--- src/rtl/sparce_pkg.sv ---
// Shared types, field positions and default addresses for the sparsity skip unit.
// The skip table (SASA) entry format is decoded here so the top and the bench agree on it.
package sparce_pkg;

  localparam logic [31:0] DEFAULT_SASA_ADDR_BASE = 32'h9000_1000;
  localparam logic [31:0] DEFAULT_SASA_CTRL_ADDR = 32'h9000_1004;

  localparam int TAG_MSB  = 31;
  localparam int TAG_LSB  = 16;
  localparam int RS1_MSB  = 15;
  localparam int RS1_LSB  = 11;
  localparam int RS2_MSB  = 10;
  localparam int RS2_LSB  = 6;
  localparam int COND_BIT = 5;
  localparam int CNT_MSB  = 4;
  localparam int CNT_LSB  = 0;

  localparam int CTRL_ENABLE_BIT = 0;
  localparam int CTRL_FLUSH_BIT  = 1;

  typedef enum logic {
    SASA_OR  = 1'b0,
    SASA_AND = 1'b1
  } sasa_cond_t;

  typedef struct packed {
    logic       valid;
    logic [15:0] pc_tag;
    logic [4:0]  rs1;
    logic [4:0]  rs2;
    sasa_cond_t  cond;
    logic [4:0]  skip_cnt;
  } sasa_entry_t;

  function automatic sasa_entry_t decode_entry(input logic [31:0] data);
    sasa_entry_t e;
    e.valid    = 1'b1;
    e.pc_tag   = data[TAG_MSB:TAG_LSB];
    e.rs1      = data[RS1_MSB:RS1_LSB];
    e.rs2      = data[RS2_MSB:RS2_LSB];
    e.cond     = sasa_cond_t'(data[COND_BIT]);
    e.skip_cnt = data[CNT_MSB:CNT_LSB];
    return e;
  endfunction

endpackage

--- src/rtl/sparce_sprf.sv ---
// Sparsity register file: one "is zero" bit per architectural register.
// A writeback in the same cycle is bypassed onto the read ports so lookups see fresh values.
module sparce_sprf (
  input  logic        CLK,
  input  logic        RST,
  input  logic        wb_en,
  input  logic [4:0]  rd,
  input  logic [31:0] wb_data,
  input  logic [4:0]  rs1,
  input  logic [4:0]  rs2,
  output logic        zero1,
  output logic        zero2
);

  logic [31:0] zero_mask_q;
  logic [31:0] zero_mask_d;
  logic        wb_live;
  logic        wb_zero;

  // NOTE: every variable gets a default at the top of always_comb so no path leaves it unassigned (no latch).
  always_comb begin
    wb_live     = wb_en && (rd != 5'd0);
    wb_zero     = (wb_data == 32'd0);
    zero_mask_d = zero_mask_q;
    if (wb_live) begin
      zero_mask_d[rd] = wb_zero;
    end
    zero_mask_d[0] = 1'b1;

    zero1 = (wb_live && (rd == rs1)) ? wb_zero : zero_mask_q[rs1];
    zero2 = (wb_live && (rd == rs2)) ? wb_zero : zero_mask_q[rs2];
  end

  // NOTE: state registers use non-blocking assignments so every flop samples pre-edge values.
  always_ff @(posedge CLK) begin
    if (RST) begin
      zero_mask_q <= 32'h0000_0001;
    end else begin
      zero_mask_q <= zero_mask_d;
    end
  end

endmodule

--- src/rtl/sparce_skip_unit.sv ---
// Skip unit top: SASA table, control register, priority PC matcher and redirect outputs.
// A fire at cycle N drives skipping for N+1 only and blocks the wrong-path lookup in N+1.
module sparce_skip_unit
  import sparce_pkg::*;
#(
  parameter int          SASA_ENTRIES   = 8,
  parameter logic [31:0] SASA_ADDR_BASE = DEFAULT_SASA_ADDR_BASE,
  parameter logic [31:0] SASA_CTRL_ADDR = DEFAULT_SASA_CTRL_ADDR
) (
  input  logic        CLK,
  input  logic        RST,
  input  logic [31:0] pc,
  input  logic        if_ex_enable,
  input  logic        wb_en,
  input  logic [4:0]  rd,
  input  logic [31:0] wb_data,
  input  logic        sasa_wen,
  input  logic [31:0] sasa_addr,
  input  logic [31:0] sasa_data,
  output logic        skipping,
  output logic [31:0] sparce_target
);

  localparam int PTR_W = $clog2(SASA_ENTRIES);

  sasa_entry_t       entries_q [SASA_ENTRIES];
  sasa_entry_t       entries_d [SASA_ENTRIES];
  logic [PTR_W-1:0]  wr_ptr_q, wr_ptr_d;
  logic              enable_q, enable_d;
  logic              cooldown_q, cooldown_d;
  logic              skipping_q, skipping_d;
  logic [31:0]       target_q, target_d;

  logic              hit;
  logic [PTR_W-1:0]  hit_idx;
  logic              lookup_en;
  logic              zero1, zero2;
  logic              cond_met;
  logic              fire;
  logic              ctrl_wr;
  logic              entry_wr;

  sparce_sprf u_sprf (
    .CLK     (CLK),
    .RST     (RST),
    .wb_en   (wb_en),
    .rd      (rd),
    .wb_data (wb_data),
    .rs1     (entries_q[hit_idx].rs1),
    .rs2     (entries_q[hit_idx].rs2),
    .zero1   (zero1),
    .zero2   (zero2)
  );

  // Priority match: scan high to low so the lowest matching index is the last one kept.
  always_comb begin
    hit     = 1'b0;
    hit_idx = '0;
    for (int i = SASA_ENTRIES - 1; i >= 0; i--) begin
      if (entries_q[i].valid && (entries_q[i].pc_tag == pc[17:2])) begin
        hit     = 1'b1;
        hit_idx = PTR_W'(i);
      end
    end
  end

  always_comb begin
    lookup_en = enable_q && if_ex_enable && !cooldown_q;
    cond_met  = (entries_q[hit_idx].cond == SASA_AND) ? (zero1 && zero2) : (zero1 || zero2);
    fire      = lookup_en && hit && cond_met;

    skipping_d = fire;
    cooldown_d = fire;
    target_d   = target_q;
    if (fire) begin
      target_d = pc + ((32'(entries_q[hit_idx].skip_cnt) + 32'd1) << 2);
    end
  end

  // Table and control writes; lookup above always reads the pre-write contents.
  always_comb begin
    ctrl_wr   = sasa_wen && (sasa_addr == SASA_CTRL_ADDR);
    entry_wr  = sasa_wen && (sasa_addr == SASA_ADDR_BASE) && (sasa_data[CNT_MSB:CNT_LSB] != 5'd0);
    entries_d = entries_q;
    wr_ptr_d  = wr_ptr_q;
    enable_d  = enable_q;

    if (entry_wr) begin
      entries_d[wr_ptr_q] = decode_entry(sasa_data);
      wr_ptr_d            = wr_ptr_q + PTR_W'(1);
    end
    if (ctrl_wr) begin
      enable_d = sasa_data[CTRL_ENABLE_BIT];
      if (sasa_data[CTRL_FLUSH_BIT]) begin
        for (int i = 0; i < SASA_ENTRIES; i++) begin
          entries_d[i].valid = 1'b0;
        end
        wr_ptr_d = '0;
      end
    end
  end

  // NOTE: only the valid bits of the table are reset; payload fields are don't-care while invalid.
  always_ff @(posedge CLK) begin
    if (RST) begin
      for (int i = 0; i < SASA_ENTRIES; i++) begin
        entries_q[i].valid <= 1'b0;
      end
      wr_ptr_q   <= '0;
      enable_q   <= 1'b0;
      cooldown_q <= 1'b0;
      skipping_q <= 1'b0;
      target_q   <= 32'd0;
    end else begin
      entries_q  <= entries_d;
      wr_ptr_q   <= wr_ptr_d;
      enable_q   <= enable_d;
      cooldown_q <= cooldown_d;
      skipping_q <= skipping_d;
      target_q   <= target_d;
    end
  end

  assign skipping      = skipping_q;
  assign sparce_target = target_q;

endmodule

--- config.mk ---
export PLATFORM = sky130hd
export DESIGN_NAME = sparce_skip_unit
export DESIGN_NICKNAME = d
export VERILOG_FILES = /design/src/rtl/sparce_pkg.sv /design/src/rtl/sparce_sprf.sv /design/src/rtl/sparce_skip_unit.sv
export SDC_FILE = /design/constraint.sdc
export NUM_CORES = 1
export LEC_CHECK = 0
export ABC_AREA = 1
export BUFFER_PORTS_ARGS = -buffer_cell sky130_fd_sc_hd__buf_2
export CORE_ASPECT_RATIO = 0.8
export CORE_UTILIZATION = 35
export CTS_CLUSTER_SIZE = 20
export DETAILED_ROUTE_END_ITERATION = 7
export PLACE_DENSITY_LB_ADDON = 0.08
export SYNTH_ARGS = -nofsm -noshare
export SYNTH_HDL_FRONTEND = slang
export SYNTH_HIERARCHICAL = 1
export SYNTH_SLANG_ARGS = --single-unit
--- constraint.sdc ---
create_clock -name CLK -period 7 [get_ports CLK]
set_clock_uncertainty 0.05 [all_clocks]
set_input_delay 1.4 -clock CLK [delete_from_list [all_inputs] [get_ports CLK]]
set_output_delay 1.4 -clock CLK [all_outputs]
set_load 0.01 [all_outputs]
Word level (Yosys, flattened, before mapping)
Index checks and enable logic that the tools add are counted.
{"block": "totals", "ff_bits": 333, "input_bits": 138, "output_inout_bits": 33, "wordCells": 158}
{"block": "classes", "n_addsub": 3, "n_lt_le_gt_ge": 7, "n_eq_ne": 12, "mux": 52, "bitwise": 3, "n_reduce_logical": 27}
{"op": "bitwise mux 264 bit", "n": 1}
{"op": "2-to-1 mux 264 bit", "n": 1}
{"op": "== test 16 bit", "n": 8}
{"op": "binary-select mux 33 bit (select 3 bit)", "n": 1}
{"op": "demux 33 bit (select 3 bit)", "n": 1}
{"op": "== test 32 bit (second input constant)", "n": 2}
{"op": "2-to-1 mux 3 bit", "n": 11}
{"op": "2-to-1 mux 33 bit", "n": 1}
{"op": "adder 32 x 8 -> 32 bit", "n": 1}
{"op": "bitwise mux 32 bit", "n": 1}
{"op": "zero test 32 bit", "n": 1}
{"op": "2-to-1 mux 16 bit", "n": 2}
{"op": "2-to-1 mux 1 bit", "n": 30}
{"op": "logical AND 1 bit", "n": 21}
{"op": "< comparator 5 x 6 -> 1 bit (second input constant)", "n": 3}
{"op": "binary-select mux 1 bit (select 5 bit)", "n": 2}
{"op": "== test 5 bit", "n": 2}
{"op": "nonzero test 5 bit", "n": 2}
{"op": "greater-or-equal comparator 4 bit (second input constant)", "n": 2}
{"op": "NOT 3 -> 4 bit", "n": 2}
{"op": "adder 5 x 1 -> 6 bit (second input constant)", "n": 1}
{"op": "demux 1 bit (select 5 bit)", "n": 1}
{"op": "greater-or-equal comparator 5 x 1 -> 1 bit (second input constant)", "n": 1}
{"op": "< comparator 4 x 1 -> 1 bit (second input constant)", "n": 1}
{"op": "5 further kinds", "n": 5}

Longest topological paths before layout
{"block": "logic_depth", "depth_word": 20, "ltp_mapped": 43, "depth_no_buf": 41}

Modules after synthesis
Netlist, hierarchy kept.
{"mod": "sparce_skip_unit", "instances": 1, "cells_per_inst": 1527, "area_per_inst_um2": 14751.6, "seq_area_each_um2": 8588.2}
{"mod": "sparce_sprf", "instances": 1, "cells_per_inst": 396, "area_per_inst_um2": 2292.2, "seq_area_each_um2": 620.6}

Worst setup path before layout
OpenSTA, ideal clock, no wires.
{"block": "synth_path", "path_kind": "input to register", "from": "input sasa_addr[21]", "to": "register entries_q[33] in the netlist's numbering (enable)", "setup_ns": 0.502, "arrival_ns": 5.679, "t_required_ns": 6.448, "slack_ns": 0.769, "stages": 4, "n_path_buf": 0, "cell_sequence": "or4_1 -> nor4_1 -> nand2_1 -> nor4_1"}
{"block": "synth_between", "elab_chain_len": 4}
{"element": "from (decl)", "line": "sparce_skip_unit.sv:18", "source": "input logic [31:0] sasa_addr,"}
{"element": "== test 32 bit", "line": "sparce_skip_unit.sv:83", "source": "entry_wr = sasa_wen && (sasa_addr == SASA_ADDR_BASE) && (sasa_data[CNT_MSB:CNT_LSB] != 5'd0);"}
{"element": "logical AND 1 bit (2 in a row)", "line": "sparce_skip_unit.sv:83"}
{"element": "AND reduction 2 bit (no source line)"}
{"element": "to (signal assigned)", "line": "sparce_skip_unit.sv:115", "source": "entries_q <= entries_d;"}
{"element": "to (decl)", "line": "sparce_skip_unit.sv:26", "source": "sasa_entry_t entries_q [SASA_ENTRIES];"}
No other way between the ends.
A chain may end at the register's enable or synchronous reset.

Worst setup path after layout
{"block": "layout_path", "from": "input pc[16]", "to": "register target_q[26], in the netlist sparce_target[26]"}
{"block": "layout_between", "elab_chain_len": 20}
{"element": "from (decl)", "line": "sparce_skip_unit.sv:12", "source": "input logic [31:0] pc,"}
{"element": "branches (longest 20 deep; another with binary-select mux 33 bit (select 3 bit))"}
{"element": "to (signal assigned)", "line": "sparce_skip_unit.sv:120", "source": "target_q <= target_d;"}
{"element": "to (decl)", "line": "sparce_skip_unit.sv:32", "source": "logic [31:0] target_q, target_d;"}
Several ways; the timed one is not identified. The select of a mux whose other input is x is not followed.

==> impl_metrics.tcl <==
set metrics [dict create \
    worstSetupEndpoint "sparce_target[26]" \
    maxCapViolations 0 \
    post_cts_resized 0 \
    seq_area_frac_synth_pct 54.0 \
    antenna_left 0 \
    drt_wl_total_um 58200 \
    r2r-end "sparce_target[26]" \
    slowest_delay_ns 0.45 \
    worstRegToRegCells 31 \
    yosysWarnings 6 \
    ir_worst_vdd_mv 0.140 \
    setup_ws_ns 0.765 \
    cts_buffers 37 \
    hold_viol_final 0 \
    ys_ff_latch 332 \
    grt_max_degree 66 \
    clk-insertion-delay-late_ns 0.57 \
    dieArea_um2 49600 \
    cts_tree "yes" \
    drc 0 \
    arrival_ns 6.62 \
    track_usage_pct 23.5 \
    leakagePower_nw 8.10 \
    final-max-slew-violation-count 0 \
    coreArea_um2 47500 \
    area_growth_pct 16.7 \
    drive_above_1_share_pct 17.0 \
    fin_util_pct 41.8 \
    synth-edff-count 256 \
    min_period_over_period_pct 89.1 \
    synth.avg_cell_area_um2 8.86 \
    worstSetupStartpointType "primary input" \
    place_ws_ns 0.317 \
    post_dp_cell_area_um2 18800 \
    setup_viol 0 \
    initialDrtViolationCount 1599 \
    cts_hold_buf 0 \
    status "complete, no violations" \
    path_clk_slew_ns 0.06 \
    fillers 4709 \
    startpoint "pc[16]" \
    worstHoldPathType "register to register" \
    rows 71 \
    regArea_um2 9210 \
    htreeDepth 2 \
    netlist_instances 1923 \
    regToRegSetupSlack_ns 1.58 \
    insertedDiodeCount 0 \
    grt_overflow 0 \
    io_pins 171 \
    path_common_cell "nor2_1" \
    dp_hpwl_um 41600 \
    grt_pass1_wl_um 86000 \
    cts_setup_buffers 0 \
    wl_per_cell_um 21.0 \
    ys_async_sr_fraction_pct 0 \
    holdWs_ns 0.425 \
    start_util_pct 35.9 \
    synth_area_um2 17000 \
    slowest_stage "fa_1" \
    grt_setup_unrepaired "false" \
    required_ns 7.39 \
    worstMarginPinSlew_ns 0.960 \
    multi_input_area_um2 6540 \
    ys.flop_type "edfxtp_1" \
    post-route-cell-area_um2 19900 \
    die_height_um 199 \
    slew_headroom_pct 36.0 \
    fin_setup_tns_ns 0 \
    port_buffers 170 \
    antenna_found_initial 2 \
    first_global_vias 13300 \
    power_density_nw_per_um2 216 \
    critPathCaptureType "register" \
    period_needed_ns 6.23 \
    path_class "primary input to register" \
    gp_congestion 0.952 \
    ys_types 52 \
    fp.dieW_um 249 \
    timing.fmax_mhz 160 \
    clock_path_buffers 3 \
    layout.nets 2268 \
    r2r_start "entries_q[261]" \
    cp_max_fo 13 \
    synth_nets 2070 \
    vias 14300 \
    vias_per_cell 5.16 \
    root_buffer "clkbuf_16" \
    drtPass1Iterations 5 \
    cts.sinks 332 \
]
-- Yosys cell counts, drive strengths merged, types with 2 or more instances --
library cell	n	area share, %
edfxtp	256	45
or2	31	1.1
clkinv	4	0.095
clkbuf	24	0.53
a21oi	84	2.7
buf	56	2.5
nand3b	11	0.48
inv	221	4.9
o2111ai	7	0.36
nand2	408	9.1
xor2	44	2.3
a211oi	4	0.21
nor3	43	1.6
nor2	232	5.1
nand4	48	1.8
ha	8	0.59
dfxtp	76	8.9
or4	4	0.18
nor3b	3	0.13
nor4	26	0.99
o22ai	6	0.22
o21ai	74	2.2
o311ai	20	1.0
a2111oi	2	0.10
o21bai	21	0.92
nand3	181	5.3
xnor2	21	1.1
-- cells in the final DEF, fill, tap and decap left out, types with 7 or more instances in the layout --
master	n
nor4_1	24
o21ai_1	8
dfxtp_1	76
clkinv_1	12
a21oi_1	74
clkbuf_16	37
ha_1	8
xnor2_1	21
nor2_1	224
nand4_1	48
a21oi_2	9
o21ai_0	66
clkbuf_1	7
or2_2	16
inv_1	197
edfxtp_1	256
buf_4	68
nor3_1	35
o2111ai_1	7
nor2_4	7
nand3b_1	11
xor2_1	44
nand2_1	402
buf_2	170
inv_2	24
nand3_1	180
o21bai_1	21
o311ai_1	20
or2_1	15
-- registers in the layout, summed over array words and instances, names as in the netlist --
| signal | cells |
|---|---|
| skipping | 1 |
| wr_ptr_q | 3 |
| u_sprf/zero_mask_q | 31 |
| entries_q | 264 |
| sparce_target | 32 |
| enable_q | 1 |
-- power breakdown --
part / switching, W / internal (W) / total, W / leakage [nW]
Sequential: 0.000000811 / 0.00212 / 0.00212 / 2.91
Combinational: 0.000185 / 0.0000830 / 0.000268 / 4.64
Clock: 0.000825 / 0.00108 / 0.00191 / 0.546
-- stage by stage --
| stage | total power (W) | cells |
|---|---|---|
| floorplan | 0.00229 | 1923 |
| global placement | 0.00243 | 2702 |
| detailed placement | 0.00243 | 2702 |
| CTS | 0.00433 | 2766 |
| global route | 0.00443 | 2766 |
| finish | 0.00430 | 2766 |
-- worst min path at each step --
stage / endpoint / depth (start not counted) / startpoint / slack [ns]
CTS: sparce_target[9] / 2 / sparce_target[9] / 0.43
global placement: sparce_target[9] / 2 / sparce_target[9] / 0.41
floorplan: u_sprf/zero_mask_q[12] / 2 / u_sprf/zero_mask_q[12] / 0.40
finish: sparce_target[9] / 2 / sparce_target[9] / 0.42
detailed placement: sparce_target[9] / 2 / sparce_target[9] / 0.41
global route: u_sprf/zero_mask_q[23] / 2 / u_sprf/zero_mask_q[23] / 0.45
-- logic make-up (layout without fill, tap and decap cells) --
logic type	count (synthesis)	in the layout	synth area share [%]
and+or+nand+nor	988	988	25.9
DFF	332	332	54.0
buffers and inverters	305	528	8.00
AOI/OAI and AO/OA	224	224	8.03
xor gates and xnor gates	65	65	3.34
adders and majority gates	9	9	0.705
-- worst max-delay path, delay by kind of cell --
family / cells / cell delay [ns]
AOI/OAI and AO/OA: 1 / 0.10
and+or+nand+nor: 21 / 3.06
buffers and inverters: 7 / 1.14
xor gates and xnor gates: 1 / 0.12
adders and majority gates: 2 / 0.79
-- cell type report --
cell class              instances  area share, %
flip-flops and latches        332           46.3
multi-input cells            1286           32.9
repair buffers                239           6.95
clock buffers                  44           4.79
inverters                     225           4.25
well taps                     620           3.90
clock inverters                20          0.906
-- layer usage --
layer	GRT usage, %	wire length [um]	up-vias
met2	33.2	23300	580
li1	-	-	6896
met4	3.91	652	0
met3	6.99	5340	49
met1	35.2	28900	6759
met5	0	0	-
Power figures use the tool's default switching activity.
